$ cat config.mk
export PLATFORM = sky130hd
export DESIGN_NAME = cyx_mc_controller_flat
export DESIGN_NICKNAME = d
export VERILOG_FILES = /design/src/rtl/cyx_mc_controller_if.sv /design/src/rtl/cyx_mc_controller.sv /design/src/flat_wrapper.sv
export SDC_FILE = /design/constraint.sdc
export NUM_CORES = 1
export LEC_CHECK = 0
export CAP_MARGIN = 20
export CORE_UTILIZATION = 45
export DETAILED_ROUTE_END_ITERATION = 6
export GPL_TIMING_DRIVEN = 0
export PLACE_DENSITY_LB_ADDON = 0.1
export SLEW_MARGIN = 40
export SYNTH_ARGS = -nofsm -noshare
export SYNTH_HDL_FRONTEND = slang
export SYNTH_SLANG_ARGS = --single-unit
$ cat constraint.sdc
create_clock -name clk -period 2.4 [get_ports clk]
set_input_delay 0.48 -clock clk [delete_from_list [all_inputs] [get_ports clk]]
set_output_delay 0.48 -clock clk [all_outputs]
set_load 0.02 [all_outputs]
$ cat src/rtl/cyx_mc_controller_if.sv
// Control bundle between the nanoMIPS multi-cycle controller and its datapath/memory.
// The master side is the controller; the slave side is the datapath/memory model.
interface cyx_mc_controller_if #(
   parameter int CNT_W = 32
);
   logic [31:0]      inst;
   logic             zero;
   logic             mem_ready;
   logic             MemRd;
   logic             MemWr;
   logic             IorD;
   logic             IRWr;
   logic             PCWr;
   logic             RegWr;
   logic [1:0]       RegDst;
   logic [1:0]       MemtoReg;
   logic             ExtOp;
   logic             ALUsrcA;
   logic [1:0]       ALUsrcB;
   logic [3:0]       ALUctr;
   logic [1:0]       PCsrc;
   logic [3:0]       state;
   logic [1:0]       fault;
   logic [CNT_W-1:0] instret;

   // Handshake: MemRd/MemWr stay high until the cycle in which mem_ready is high; that cycle completes the access.
   modport master (
      input  inst, zero, mem_ready,
      output MemRd, MemWr, IorD, IRWr, PCWr, RegWr, RegDst, MemtoReg,
             ExtOp, ALUsrcA, ALUsrcB, ALUctr, PCsrc, state, fault, instret
   );

   modport slave (
      output inst, zero, mem_ready,
      input  MemRd, MemWr, IorD, IRWr, PCWr, RegWr, RegDst, MemtoReg,
             ExtOp, ALUsrcA, ALUsrcB, ALUctr, PCsrc, state, fault, instret
   );
endinterface

$ cat src/rtl/cyx_mc_controller.sv
// Multi-cycle nanoMIPS control FSM: fetch/decode/execute/mem/write-back sequencing,
// illegal-opcode and memory-timeout traps, and a retired-instruction counter.
module cyx_mc_controller #(
   parameter bit EXT_ISA = 1'b1,
   parameter int TIMEOUT = 16,
   parameter int CNT_W   = 32
) (
   input  logic                  clk,
   input  logic                  rst_n,
   cyx_mc_controller_if.master   bus
);
   typedef enum logic [3:0] {
      S_INIT = 4'd0, S_FETCH = 4'd1, S_DECODE = 4'd2, S_MEMADR = 4'd3,
      S_MEMRD = 4'd4, S_MEMWB = 4'd5, S_MEMWR = 4'd6, S_REXEC = 4'd7,
      S_RWB = 4'd8, S_IEXEC = 4'd9, S_IWB = 4'd10, S_BRANCH = 4'd11,
      S_JUMP = 4'd12, S_TRAP = 4'd13
   } state_t;

   localparam logic [5:0] OP_R = 6'd0, OP_J = 6'd2, OP_JAL = 6'd3, OP_BEQ = 6'd4,
                          OP_BNE = 6'd5, OP_ADDI = 6'd8, OP_SLTI = 6'd10,
                          OP_ANDI = 6'd12, OP_ORI = 6'd13, OP_LW = 6'd35, OP_SW = 6'd43;
   localparam logic [3:0] ALU_AND = 4'b0000, ALU_OR = 4'b0001, ALU_ADD = 4'b0010,
                          ALU_SUB = 4'b0110, ALU_SLT = 4'b0111;
   localparam int             WW   = (TIMEOUT > 1) ? $clog2(TIMEOUT) : 1;
   localparam logic [WW-1:0]  LAST = WW'((TIMEOUT > 0) ? TIMEOUT - 1 : 0);

   state_t           r_state, w_next;
   logic [1:0]       r_fault, w_fault_set;
   logic [CNT_W-1:0] r_instret;
   logic [WW-1:0]    r_wait, w_wait_nxt;
   logic             w_retire, w_timeout, w_in_wait, w_r_alu, w_unused;
   logic             w_memrd, w_memwr, w_iord, w_irwr, w_pcwr, w_regwr, w_extop, w_srca;
   logic [1:0]       w_regdst, w_memtoreg, w_srcb, w_pcsrc;
   logic [3:0]       w_aluctr;
   logic [5:0]       w_op, w_funct;

   assign w_op     = bus.inst[31:26];
   assign w_funct  = bus.inst[5:0];
   assign w_unused = ^bus.inst[25:6];
   assign w_r_alu  = (w_funct == 6'd32) || (w_funct == 6'd34) || (w_funct == 6'd36) ||
                     (w_funct == 6'd37) || (w_funct == 6'd42);
   assign w_in_wait = (r_state == S_FETCH) || (r_state == S_MEMRD) || (r_state == S_MEMWR);
   // Timeout fires only on the TIMEOUT-th idle cycle; a ready on that cycle still wins.
   assign w_timeout = (TIMEOUT != 0) && !bus.mem_ready && (r_wait == LAST);

   always_comb begin
      w_next = r_state;  w_retire = 1'b0;  w_fault_set = 2'b00;
      w_memrd = 1'b0;  w_memwr = 1'b0;  w_iord = 1'b0;  w_irwr = 1'b0;
      w_pcwr = 1'b0;  w_regwr = 1'b0;  w_extop = 1'b0;  w_srca = 1'b0;
      w_regdst = 2'd0;  w_memtoreg = 2'd0;  w_srcb = 2'd0;  w_pcsrc = 2'd0;
      w_aluctr = ALU_AND;
      case (r_state)
         S_INIT: w_next = S_FETCH;
         S_FETCH: begin
            w_memrd = 1'b1;  w_srcb = 2'd1;  w_aluctr = ALU_ADD;
            if (bus.mem_ready) begin
               w_irwr = 1'b1;  w_pcwr = 1'b1;  w_next = S_DECODE;
            end else if (w_timeout) begin
               w_next = S_TRAP;  w_fault_set = 2'b10;
            end
         end
         S_DECODE: begin
            w_srcb = 2'd3;  w_extop = 1'b1;  w_aluctr = ALU_ADD;
            w_next = S_TRAP;
            case (w_op)
               OP_LW, OP_SW: w_next = S_MEMADR;
               OP_R: begin
                  if (w_r_alu)                          w_next = S_REXEC;
                  else if (EXT_ISA && w_funct == 6'd8)  w_next = S_JUMP;
               end
               OP_BEQ:                              w_next = S_BRANCH;
               OP_BNE:  if (EXT_ISA)                w_next = S_BRANCH;
               OP_J:                                w_next = S_JUMP;
               OP_JAL:  if (EXT_ISA)                w_next = S_JUMP;
               OP_ADDI, OP_SLTI, OP_ANDI, OP_ORI: if (EXT_ISA) w_next = S_IEXEC;
               default: ;
            endcase
            if (w_next == S_TRAP) w_fault_set = 2'b01;
         end
         S_MEMADR: begin
            w_srca = 1'b1;  w_srcb = 2'd2;  w_extop = 1'b1;  w_aluctr = ALU_ADD;
            w_next = (w_op == OP_SW) ? S_MEMWR : S_MEMRD;
         end
         S_MEMRD: begin
            w_memrd = 1'b1;  w_iord = 1'b1;
            if (bus.mem_ready)  w_next = S_MEMWB;
            else if (w_timeout) begin w_next = S_TRAP;  w_fault_set = 2'b10; end
         end
         S_MEMWB: begin
            w_regwr = 1'b1;  w_memtoreg = 2'd1;  w_next = S_FETCH;  w_retire = 1'b1;
         end
         S_MEMWR: begin
            w_memwr = 1'b1;  w_iord = 1'b1;
            if (bus.mem_ready)  begin w_next = S_FETCH;  w_retire = 1'b1; end
            else if (w_timeout) begin w_next = S_TRAP;  w_fault_set = 2'b10; end
         end
         S_REXEC: begin
            w_srca = 1'b1;  w_next = S_RWB;
            case (w_funct)
               6'd34:   w_aluctr = ALU_SUB;
               6'd36:   w_aluctr = ALU_AND;
               6'd37:   w_aluctr = ALU_OR;
               6'd42:   w_aluctr = ALU_SLT;
               default: w_aluctr = ALU_ADD;
            endcase
         end
         S_RWB: begin
            w_regwr = 1'b1;  w_regdst = 2'd1;  w_next = S_FETCH;  w_retire = 1'b1;
         end
         S_IEXEC: begin
            w_srca = 1'b1;  w_srcb = 2'd2;  w_next = S_IWB;
            case (w_op)
               OP_ANDI: w_aluctr = ALU_AND;
               OP_ORI:  w_aluctr = ALU_OR;
               OP_SLTI: begin w_aluctr = ALU_SLT;  w_extop = 1'b1; end
               default: begin w_aluctr = ALU_ADD;  w_extop = 1'b1; end
            endcase
         end
         S_IWB: begin
            w_regwr = 1'b1;  w_next = S_FETCH;  w_retire = 1'b1;
         end
         S_BRANCH: begin
            w_srca = 1'b1;  w_aluctr = ALU_SUB;  w_pcsrc = 2'd1;
            w_pcwr = (w_op == OP_BNE) ? ~bus.zero : bus.zero;
            w_next = S_FETCH;  w_retire = 1'b1;
         end
         S_JUMP: begin
            w_pcwr = 1'b1;  w_pcsrc = (w_op == OP_R) ? 2'd3 : 2'd2;
            // jal links the already-incremented PC into r31.
            if (w_op == OP_JAL) begin
               w_regwr = 1'b1;  w_regdst = 2'd2;  w_memtoreg = 2'd2;
            end
            w_next = S_FETCH;  w_retire = 1'b1;
         end
         S_TRAP: w_next = S_TRAP;
         default: w_next = S_INIT;
      endcase
   end

   assign w_wait_nxt = ((TIMEOUT != 0) && w_in_wait && (w_next == r_state)) ?
                       r_wait + WW'(1) : '0;

   always_ff @(posedge clk or negedge rst_n) begin
      if (!rst_n) begin
         r_state   <= S_INIT;
         r_fault   <= 2'b00;
         r_instret <= '0;
         r_wait    <= '0;
      end else begin
         r_state <= w_next;
         r_wait  <= w_wait_nxt;
         if (w_fault_set != 2'b00) r_fault   <= w_fault_set;
         if (w_retire)             r_instret <= r_instret + CNT_W'(1);
      end
   end

   assign bus.MemRd    = w_memrd;
   assign bus.MemWr    = w_memwr;
   assign bus.IorD     = w_iord;
   assign bus.IRWr     = w_irwr;
   assign bus.PCWr     = w_pcwr;
   assign bus.RegWr    = w_regwr;
   assign bus.RegDst   = w_regdst;
   assign bus.MemtoReg = w_memtoreg;
   assign bus.ExtOp    = w_extop;
   assign bus.ALUsrcA  = w_srca;
   assign bus.ALUsrcB  = w_srcb;
   assign bus.ALUctr   = w_aluctr;
   assign bus.PCsrc    = w_pcsrc;
   assign bus.state    = r_state;
   assign bus.fault    = r_fault;
   assign bus.instret  = r_instret;
endmodule

$ cat src/flat_wrapper.sv
// flat-port wrapper written by rule: the top's interface ports become plain ports
module cyx_mc_controller_flat 
#(
   parameter bit EXT_ISA = 1'b1,
   parameter int TIMEOUT = 16,
   parameter int CNT_W   = 32
)
  (clk, rst_n, bus_inst, bus_zero, bus_mem_ready, bus_MemRd, bus_MemWr, bus_IorD, bus_IRWr, bus_PCWr, bus_RegWr, bus_RegDst, bus_MemtoReg, bus_ExtOp, bus_ALUsrcA, bus_ALUsrcB, bus_ALUctr, bus_PCsrc, bus_state, bus_fault, bus_instret);
  cyx_mc_controller_if #(.CNT_W(CNT_W)) bus_i ();
  input  logic clk;
  input  logic rst_n;
  input wire logic [$bits(bus_i.inst)-1:0] bus_inst;
  input wire logic [$bits(bus_i.zero)-1:0] bus_zero;
  input wire logic [$bits(bus_i.mem_ready)-1:0] bus_mem_ready;
  output wire logic [$bits(bus_i.MemRd)-1:0] bus_MemRd;
  output wire logic [$bits(bus_i.MemWr)-1:0] bus_MemWr;
  output wire logic [$bits(bus_i.IorD)-1:0] bus_IorD;
  output wire logic [$bits(bus_i.IRWr)-1:0] bus_IRWr;
  output wire logic [$bits(bus_i.PCWr)-1:0] bus_PCWr;
  output wire logic [$bits(bus_i.RegWr)-1:0] bus_RegWr;
  output wire logic [$bits(bus_i.RegDst)-1:0] bus_RegDst;
  output wire logic [$bits(bus_i.MemtoReg)-1:0] bus_MemtoReg;
  output wire logic [$bits(bus_i.ExtOp)-1:0] bus_ExtOp;
  output wire logic [$bits(bus_i.ALUsrcA)-1:0] bus_ALUsrcA;
  output wire logic [$bits(bus_i.ALUsrcB)-1:0] bus_ALUsrcB;
  output wire logic [$bits(bus_i.ALUctr)-1:0] bus_ALUctr;
  output wire logic [$bits(bus_i.PCsrc)-1:0] bus_PCsrc;
  output wire logic [$bits(bus_i.state)-1:0] bus_state;
  output wire logic [$bits(bus_i.fault)-1:0] bus_fault;
  output wire logic [$bits(bus_i.instret)-1:0] bus_instret;
  assign bus_i.inst = bus_inst;
  assign bus_i.zero = bus_zero;
  assign bus_i.mem_ready = bus_mem_ready;
  assign bus_MemRd = bus_i.MemRd;
  assign bus_MemWr = bus_i.MemWr;
  assign bus_IorD = bus_i.IorD;
  assign bus_IRWr = bus_i.IRWr;
  assign bus_PCWr = bus_i.PCWr;
  assign bus_RegWr = bus_i.RegWr;
  assign bus_RegDst = bus_i.RegDst;
  assign bus_MemtoReg = bus_i.MemtoReg;
  assign bus_ExtOp = bus_i.ExtOp;
  assign bus_ALUsrcA = bus_i.ALUsrcA;
  assign bus_ALUsrcB = bus_i.ALUsrcB;
  assign bus_ALUctr = bus_i.ALUctr;
  assign bus_PCsrc = bus_i.PCsrc;
  assign bus_state = bus_i.state;
  assign bus_fault = bus_i.fault;
  assign bus_instret = bus_i.instret;
  cyx_mc_controller #(.EXT_ISA(EXT_ISA), .TIMEOUT(TIMEOUT), .CNT_W(CNT_W)) u_core (.clk(clk), .rst_n(rst_n), .bus(bus_i));
endmodule
=== Word-level counts from Yosys, hierarchy flattened ===
Cells that the tools add are included.

* Memory bits (writable): 0
* Flip-flop bits (word level): 42
* Memories kept: 0
* Input port bits: 36
* Output and inout bits: 58
* Memory bits (read-only): 0
* Bits in latches: 0
* Logic and storage cells: 103

* $lt $le $gt $ge: 0
* Equality and inequality tests: 32
* Mux-type cells: 37
* Bitwise operators: 1
* $add $sub $neg: 2
* Div/mod/pow operators: 0
* Shift operators: 0
* Multipliers: 0
* Reductions and logical operators: 27

{| class="wikitable"
|+ Operators with widths
! cell !! number
|-
| $eq A6 B6 Y1 const B || 7
|-
| $pmux W4 S9 || 1
|-
| $add A32 B1 Y32 const B || 1
|-
| $eq A4 B4 Y1 const B || 8
|-
| $eq A6 B4 Y1 const B || 5
|-
| $mux W4 || 7
|-
| $pmux W4 S5 || 1
|-
| $eq A4 B3 Y1 const B || 4
|-
| $pmux W2 S2 || 4
|-
| $pmux W4 S4 || 1
|-
| $reduce_or A2 Y1 || 8
|-
| $eq A6 B2 Y1 const B || 2
|-
| $eq A6 B3 Y1 const B || 2
|-
| $mux W1 || 12
|-
| $pmux W3 S4 || 1
|-
| $pmux W3 S3 || 1
|-
| $reduce_or A3 Y1 || 3
|-
| $eq A4 B2 Y1 const B || 2
|-
| $mux W2 || 4
|-
| $reduce_or A4 Y1 || 2
|-
| $logic_not A6 Y1 || 1
|-
| $logic_or A1 B1 Y1 || 6
|-
| $pmux W1 S2 || 3
|-
| $pmux W2 S3 || 1
|-
| 11 further kinds || 12
|}

=== Longest topological paths before layout ===
Gate-level depths: netlist of run 1.

* Depth in word-level cells: 12
* Mapped depth: 7
* Depth with buffers taken out: 6

=== Worst setup path after synthesis of run 1 ===
Ideal clock, no wire load.

* Path kind: reg-to-output
* From: reg u_core.r_state[3], in the netlist u_core.bus.state[3]
* To: out bus_RegDst[1]
* Data arrival time: 2.111 ns
* Required time: 1.920 ns
* Path slack: -0.191 ns
* Buffers on the path: 3
* Stages on the path, launching flop included: 7
* Cell sequence: dfrtp_1 > buf_6 > clkbuf_1 > nand2_1 > nor3_1 > and4_1 > buf_4

* Longest elaborated chain between the ends: 2
* Elaborated cells between the ends (all ways): 3
* Classes of those cells: eq/ne: 2; mux: 1

{| class="wikitable"
|+ Ends and longest elaborated chain
! what !! line !! RTL
|-
| start: declaration || cyx_mc_controller.sv:27 || <nowiki>state_t r_state, w_next;</nowiki>
|-
| start signal: assignment || cyx_mc_controller.sv:150 || <nowiki>r_state <= w_next;</nowiki>
|-
| $eq A4 B4 Y1 || cyx_mc_controller.sv:52 || <nowiki>case (r_state)</nowiki>
|-
| $pmux W2 S2 * || cyx_mc_controller.sv:52 ||
|-
| end: declaration || flat_wrapper.sv:21 || <nowiki>output wire logic [$bits(bus_i.RegDst)-1:0] bus_RegDst;</nowiki>
|}

Every way passes the cells marked *; elsewhere a longest branch is shown, timed or not.

=== Worst setup path in the final report of run 1 ===
* From: reg u_core.r_state[0], in the netlist u_core.bus.state[0]
* To: out bus_ExtOp

* Longest elaborated chain between the ends: 3
* Elaborated cells between the ends (all ways): 5
* Classes of those cells: eq/ne: 3; mux: 1; reduce/logical: 1

{| class="wikitable"
|+ Ends and longest elaborated chain
! what !! line !! RTL
|-
| $eq A4 B2 Y1 || cyx_mc_controller.sv:52 ||
|-
| $reduce_or A2 Y1 (no line) || n/a ||
|-
| $pmux W1 S2 * || cyx_mc_controller.sv:52 ||
|-
| end: declaration || flat_wrapper.sv:23 || <nowiki>output wire logic [$bits(bus_i.ExtOp)-1:0] bus_ExtOp;</nowiki>
|}

Marked as above.

==> results.md, run 1 <==
- Synth Area in Simple Gates: between 20 and 30%
- Synthesized area per cell: 9.349 sq um
- Count of different cell masters after synthesis: 56
- Commonest cells after routing, fill and taps aside: clkdlybuf4s50_1, dfrtp_1, xnor2_1
- Core Region: ~5300 sq um
- Sequential area share after synthesis: 41.48%
- Reg power frac: between 20% and 30%
- GR Overflow Total: 0
- Leakage: between 0.0015 and 0.002 uW
- Ys flop type: dfrtp_1
- Max-cap violations: 0
- Synth Area in XOR/XNOR: around an eighth
- Share of the synthesized area in the top cell type: approximately two fifths
- Worst-path clk slew: 90 ps
- Synthesized flop and latch total: 42
- HPWL after DPL: between 4 and 5 mm
- Worst setup EP type: primary output
- Worst Path Required: 1920 ps
- Reg2Reg Capture Point: u_core.bus.instret[30]$_DFFE_PN0P_
- Wire per inst: 15.02 um
- Cell count after synthesis: 271
- Die Width: slightly below 80 um
- Drt pass-1 iters: 4
- Chip height: 77.04 um
- Sw Ratio: approximately two fifths
- Final setup margin: 99.95 ps
- Initial antenna violation count: 0
- Cts-stage hold buffer count: 0
- CTS Buf Count: 5
- CP Launch Type: flip-flop
- TritonCTS clock tree: done
- DRC violations left: 0
- Clock share of power: between 10% and 20%
- Crit path time final: 2300 ps
- Rows: 26
- Syn nets: 309
- Filler cell count: 420
- DP Worst Slack: -1086 ps
- Hold WS: 162.5 ps
- Largest net degree at the start of global routing: 43
- Period utilization: 95.84%
- Routed Antenna Nets: 0
- Initial DRC Count: around 90
- Nets: 398
- Maximum clock insertion buffer count: 2
- # setup viols final: 0
- H-tree levels: 2
- Routability Congestion: 0.9328
- Commonest non-fill, non-tap cell in the layout: clkdlybuf4s50_1
- Fraction of the mapped netlist area in adder cells: less than 1%
- PortBufs: 70
- Final Cell Area: 3601 sq um
- Crit path kind: flip-flop to primary output
- Post-synth ARST share: 100.0%
- Share of layout cells above drive strength 1: 18.01%
- Finished Core Util: roughly two thirds
- Antenna diode count: 0
- NetSw: 1513 uW
- Largest family of logic cells by synthesized area: simple AND/OR/NAND/NOR gates
- Flop2flop setup slack: 300 ps
- Ports: 94
- PwrDens: 1013 nW/um^2
- Max Fclk: 0.4348 GHz
- Area of the mapped netlist: 2534 sq um
- Clk root buf: clkbuf_8
- Hold crit path type: input pin to async pin
- Post-synthesis compound-gate area fraction: between 10% and 20%
- Worst slew pin tran: 682.1 ps
- CTS Sinks: 42
- Peak supply drop: 0.0006973 V
- Mux share of post-synthesis cell area: 0.8395%
- First-pass GRT wire length: 10.70 mm
- Synth area leader: dfrtp_1
- Max Clock Skew: 9.079 ps
- Yosys Warn Count: 0
- Comb power frac: 55.3%
- Rel. slew slack: a little over half
- Area growth syn-to-layout: 42.12%
- Post-synth EDFFs: 0
- Crit path DAT: 1820 ps
- Vias per std cell: 5.494
- Global Route Usage Sum: 22.44%
- Worst R2R Path Depth: 6
- Synth area leaders: dfrtp_1, xnor2_1, nand3_1
- Fin. Hold Viols: 0
- Vias: 2368
- Int Pwr: 2135 uW
- Worst-path fanout max: 10
- Outcome: finished, final reports clean
- Placed inst area: approximately 3300 sq um
- Worst-skew pair later-pin latency: between 200 and 300 ps
- Die ar.: 5934 sq um
- Number of global-route vias before repair: 2205
- Final Max Tran Viols: 0
- Worst R2R Start: u_core.bus.state[3]$_DFF_PN0_
- Starting Density: ~48%
- Final WL: 6.474 mm
synth_stat cells, drive strengths merged (2+ instances only):
| library cell | n |
|---|---|
| and4 | 3 |
| nor4 | 5 |
| and2 | 4 |
| nand4 | 11 |
| o21ai | 9 |
| clkbuf | 6 |
| nor2 | 23 |
| a21oi | 13 |
| nand2b | 6 |
| a31oi | 3 |
| nand3 | 20 |
| nand2 | 21 |
| buf | 6 |
| nand4b | 2 |
| dfrtp | 42 |
| ha | 2 |
| nor2b | 4 |
| nor3 | 9 |
| inv | 6 |
| a21boi | 3 |
| o22ai | 2 |
| xnor2 | 25 |
| and3 | 9 |
| a21o | 3 |
| xor2 | 10 |
through the flow:
stage	cells	setup TNS (ps)	power, uW
after global placement	411	-15670	2833
after CTS	422	-425.8	3523
after global routing	431	-3.913	3876
after detailed placement	411	-8850	2856
final	431	0	3648
after floorplan	271	0	2120
cells by family (layout without fill, tap and decap cells):
family / count (synthesis) / in the layout
buffers and inverters: 18 / 108
AND/OR/NAND/NOR: 124 / 124
other: 1 / 1
multiplexers: 2 / 2
AO/OA/AOI/OAI: 47 / 47
adder cells (fa/ha/maj): 2 / 2
flip-flops: 42 / 42
XOR/XNOR: 35 / 35
metal layers:
layer | wire length (um) | global-route usage, % | vias to the layer above | share of wire [%]
met2 | 3201 | 38.39 | 79 | 49
met4 | 71 | 4.906 | 0 | 1.1
li1 | - | - | 1150 | -
met3 | 357 | 4.405 | 8 | 5.5
met1 | 2844 | 29.36 | 1131 | 44
met5 | 0 | 0 | - | 0
critical path: stages, from the launching register on:
cell and delay (ps):
dfrtp_2 370, buf_4 190, clkinvlp_4 150, nor2_2 120, nand2_1 120, a21o_1 170
a21oi_1 130, clkdlybuf4s15_2 270
sequential cells by signal, indices dropped and copies added (netlist names):
register and cells:
u_core.bus.instret 32, u_core.bus.state 4, u_core.r_wait 4, u_core.bus.fault 2
layout make-up:
class / instances / area (sq um) / area share, %
Clock inverter: 3 / 68.82 / 1.911
Timing Repair Buffer: 82 / 759.5 / 21.09
Multi-Input combinational cell: 211 / 1450 / 40.27
Clock buffer: 5 / 68.82 / 1.911
Inverter: 6 / 26.28 / 0.7297
Sequential cell: 42 / 1054 / 29.26
Tap cell: 70 / 87.58 / 2.432
Buffer: 12 / 86.33 / 2.398
worst max-delay path by stage:
| stage | startpoint | endpoint | slack [ps] | cells after the start |
|---|---|---|---|---|
| 2_1_floorplan | u_core.bus.state[3]$_DFF_PN0_ | bus_RegDst[1] | 20 | 6 |
| 3_3_place_gp | bus_inst[27] | bus_ALUctr[0] | -1090 | 6 |
| 3_5_place_dp | bus_inst[27] | bus_ALUctr[0] | -1090 | 6 |
| 4_1_cts | bus_inst[29] | bus_RegWr | -220 | 5 |
| 5_1_grt | u_core.bus.state[0]$_DFF_PN0_ | bus_ExtOp | -4 | 7 |
| 6_report | u_core.bus.state[0]$_DFF_PN0_ | bus_ExtOp | 100 | 7 |
power groups by stage:
stage                     Sequential, uW  Clock, uW  Combinational (uW)
final                                966        664                2020
after global routing                 988        710                2180
after CTS                            980        679                1860
after detailed placement            1000          0                1850
after global placement               999          0                1830
after floorplan                     1120          0                1000
repair_timing:
item	4_1_cts	5_1_grt
endpoints found under the setup margin	15	12
pin swaps	2	3
gates cloned	0	0
setup buffers	3	9
gates resized for setup	50	43
(Power assumes the default switching activity.)
==> run 2, diff against run 1 <==
--- a/config.mk
+++ b/config.mk
@@ -7,6 +7,7 @@
 export LEC_CHECK = 0
 export CAP_MARGIN = 20
 export CORE_UTILIZATION = 45
+export CTS_CLUSTER_SIZE = 14
 export DETAILED_ROUTE_END_ITERATION = 6
 export GPL_TIMING_DRIVEN = 0
 export PLACE_DENSITY_LB_ADDON = 0.1
==> results of run 2 <==
The final DEF is identical to that of run 1; final timing and power are the same.
==> run 3, diff against run 2 <==
--- a/config.mk
+++ b/config.mk
@@ -10,6 +10,7 @@
 export CTS_CLUSTER_SIZE = 14
 export DETAILED_ROUTE_END_ITERATION = 6
 export GPL_TIMING_DRIVEN = 0
+export MAX_ROUTING_LAYER = met4
 export PLACE_DENSITY_LB_ADDON = 0.1
 export SLEW_MARGIN = 40
 export SYNTH_ARGS = -nofsm -noshare
==> run 3 against run 2 <==
  * Count of clock-buffer cells in the layout unchanged
  * Sequential power about the same
  * Largest cell class unchanged
  * Global-route usage increased by 0.60 points
  * Hold slack improved by 0.52 ps
  * Clock skew about the same
==> results.md, run 3 (same netlist as run 1, synthesis figures left out) <==
- Number of global-route vias before repair: approximately 2200
- HPWL after DPL: 4.575 mm
- Routed Antenna Nets: 0
- Max reg flops: 32
- Worst-path clk slew: 90 ps
- Fin. Hold Viols: 0
- Maximum clock insertion buffer count: 2
- Worst-path fanout max: 6
- Commonest non-fill, non-tap cell in the layout: clkdlybuf4s50_1
- Final Max Tran Viols: 0
- Starting Density: 48.08%
- Final WL: about 6.4 mm
- Rel. slew slack: roughly 54%
- Flop2flop setup slack: about 300 ps
- Crit path time final: 2293 ps
- Cts-stage hold buffer count: 0
- Worst setup EP type: primary output
- DP Worst Slack: -1086 ps
- Period utilization: between 90% and 100%
- Unrepaired setup endpoints after global routing: false
- Max-cap violations: 0
- Rows: 26
- Leakage: 0.001525 uW
- H-tree levels: 2
- Nets: 398
- Largest net degree at the start of global routing: 43
- Die Width: 77.04 um
- TritonCTS clock tree: done
- Ports: 94
- Chip height: between 70 and 80 um
- PortBufs: 70
- First-pass GRT wire length: 10.70 mm
- Vias: 2382
- PwrDens: approximately 1000 nW/um^2
- Crit path DAT: 1810 ps
- CTS Buf Count: 5
- Antenna diode count: 0
- Peak supply drop: 0.0006971 V
- Max Clock Skew: 8.691 ps
- Routability Congestion: ~0.95
- Area growth syn-to-layout: 42.27%
- Hold crit path type: input pin to async pin
- Worst-skew pair later-pin latency: 290 ps
- Initial antenna violation count: 0
- GR Overflow Total: 0
- DRC violations left: 0
- Clk root buf: clkbuf_8
- Fin Setup TNS: 0 ps
- Filler cell count: between 400 and 500
- Final setup margin: around 110 ps
- Worst Path Required: around 1900 ps
- Final Non-Filler Cells: between 400 and 500
- Initial DRC Count: 99
- Core Region: 5270 sq um
- Vias per std cell: 5.527
- CTS Sinks: 42
- Wire per inst: roughly 15 um
- Global Route Usage Sum: 23.04%
- Dpl cells: slightly above 400
- Worst slew pin tran: 678.3 ps
- Outcome: finished, final reports clean
- Crit path kind: input pin to primary output
- CP Launch Type: input pin
- # setup viols final: 0
- Hold WS: between 150 and 200 ps
- Commonest cells after routing, fill and taps aside: clkdlybuf4s50_1, dfrtp_1, xnor2_1
- Max Fclk: 0.4361 GHz
- Share of layout cells above drive strength 1: about 18%
- Drt pass-1 iters: 4
- Die ar.: 5934 sq um
[run 3: cell counts in the layout (fill, tap and decap cells not counted)]
Identical to the previous run, type by type.
[run 3: critical path, stage by stage]
cell and delay [ps]:
buf_4 150, nor2_4 120, and4bb_2 240, a21oi_1 40, or4b_4 510, o21ai_1 100
buf_4 160
[run 3: repair_timing]
item / in CTS / in global routing
endpoints found under the setup margin: 15 / 12
resized for setup: 50 / 44
pin swaps: 2 / 3
setup buffers: 3 / 9
[run 3: layer usage]
metal	vias to the layer above	routed length [um]	global-route usage, %
li1	1156	-	-
met1	1140	2870	29.59
met2	80	3173	38.39
met3	6	340	3.810
met4	0	62	4.906
met5	-	0	-
[run 3: power breakdown]
group	switching [uW]	internal, uW
logic	1140	882
clock network	249	417
registers	127	841
total	1510	2140
[run 3: through the flow]
stage / utilization, % / power [uW] / area (sq um)
detailed placement: 63.08 / 2856 / 3324
CTS: 66.43 / 3523 / 3501
global placement: 63.13 / 2833 / 3327
global route: 68.40 / 3881 / 3605
finish: 68.40 / 3652 / 3605
floorplan: - / 2120 / 2539
[run 3: final cells by class]
cell class                 count  area [sq um]  share of cell area, %
clock buffer                   5         68.82                  1.909
timing repair buffer          82         759.5                  21.07
sequential                    42          1054                  29.23
multi-input combinational    211          1450                  40.23
tap                           70         87.58                  2.430
buffer                        12         90.09                  2.499
clock inverter                 3         68.82                  1.909
inverter                       6         26.28                 0.7289
[run 3: worst paths after layout]
check,cells past startpoint,to,from
min,1,u_core.bus.instret[28]$_DFFE_PN0P_,rst_n
max in group asynchronous,1,u_core.bus.state[1]$_DFF_PN0_,rst_n
max,7,bus_ALUctr[0],bus_inst[28]
max reg2reg,6,u_core.bus.instret[30]$_DFFE_PN0P_,u_core.bus.state[3]$_DFF_PN0_
min reg2reg,1,u_core.r_wait[0]$_DFF_PN0_,u_core.r_wait[0]$_DFF_PN0_
min in group clk,1,u_core.r_wait[0]$_DFF_PN0_,u_core.r_wait[0]$_DFF_PN0_
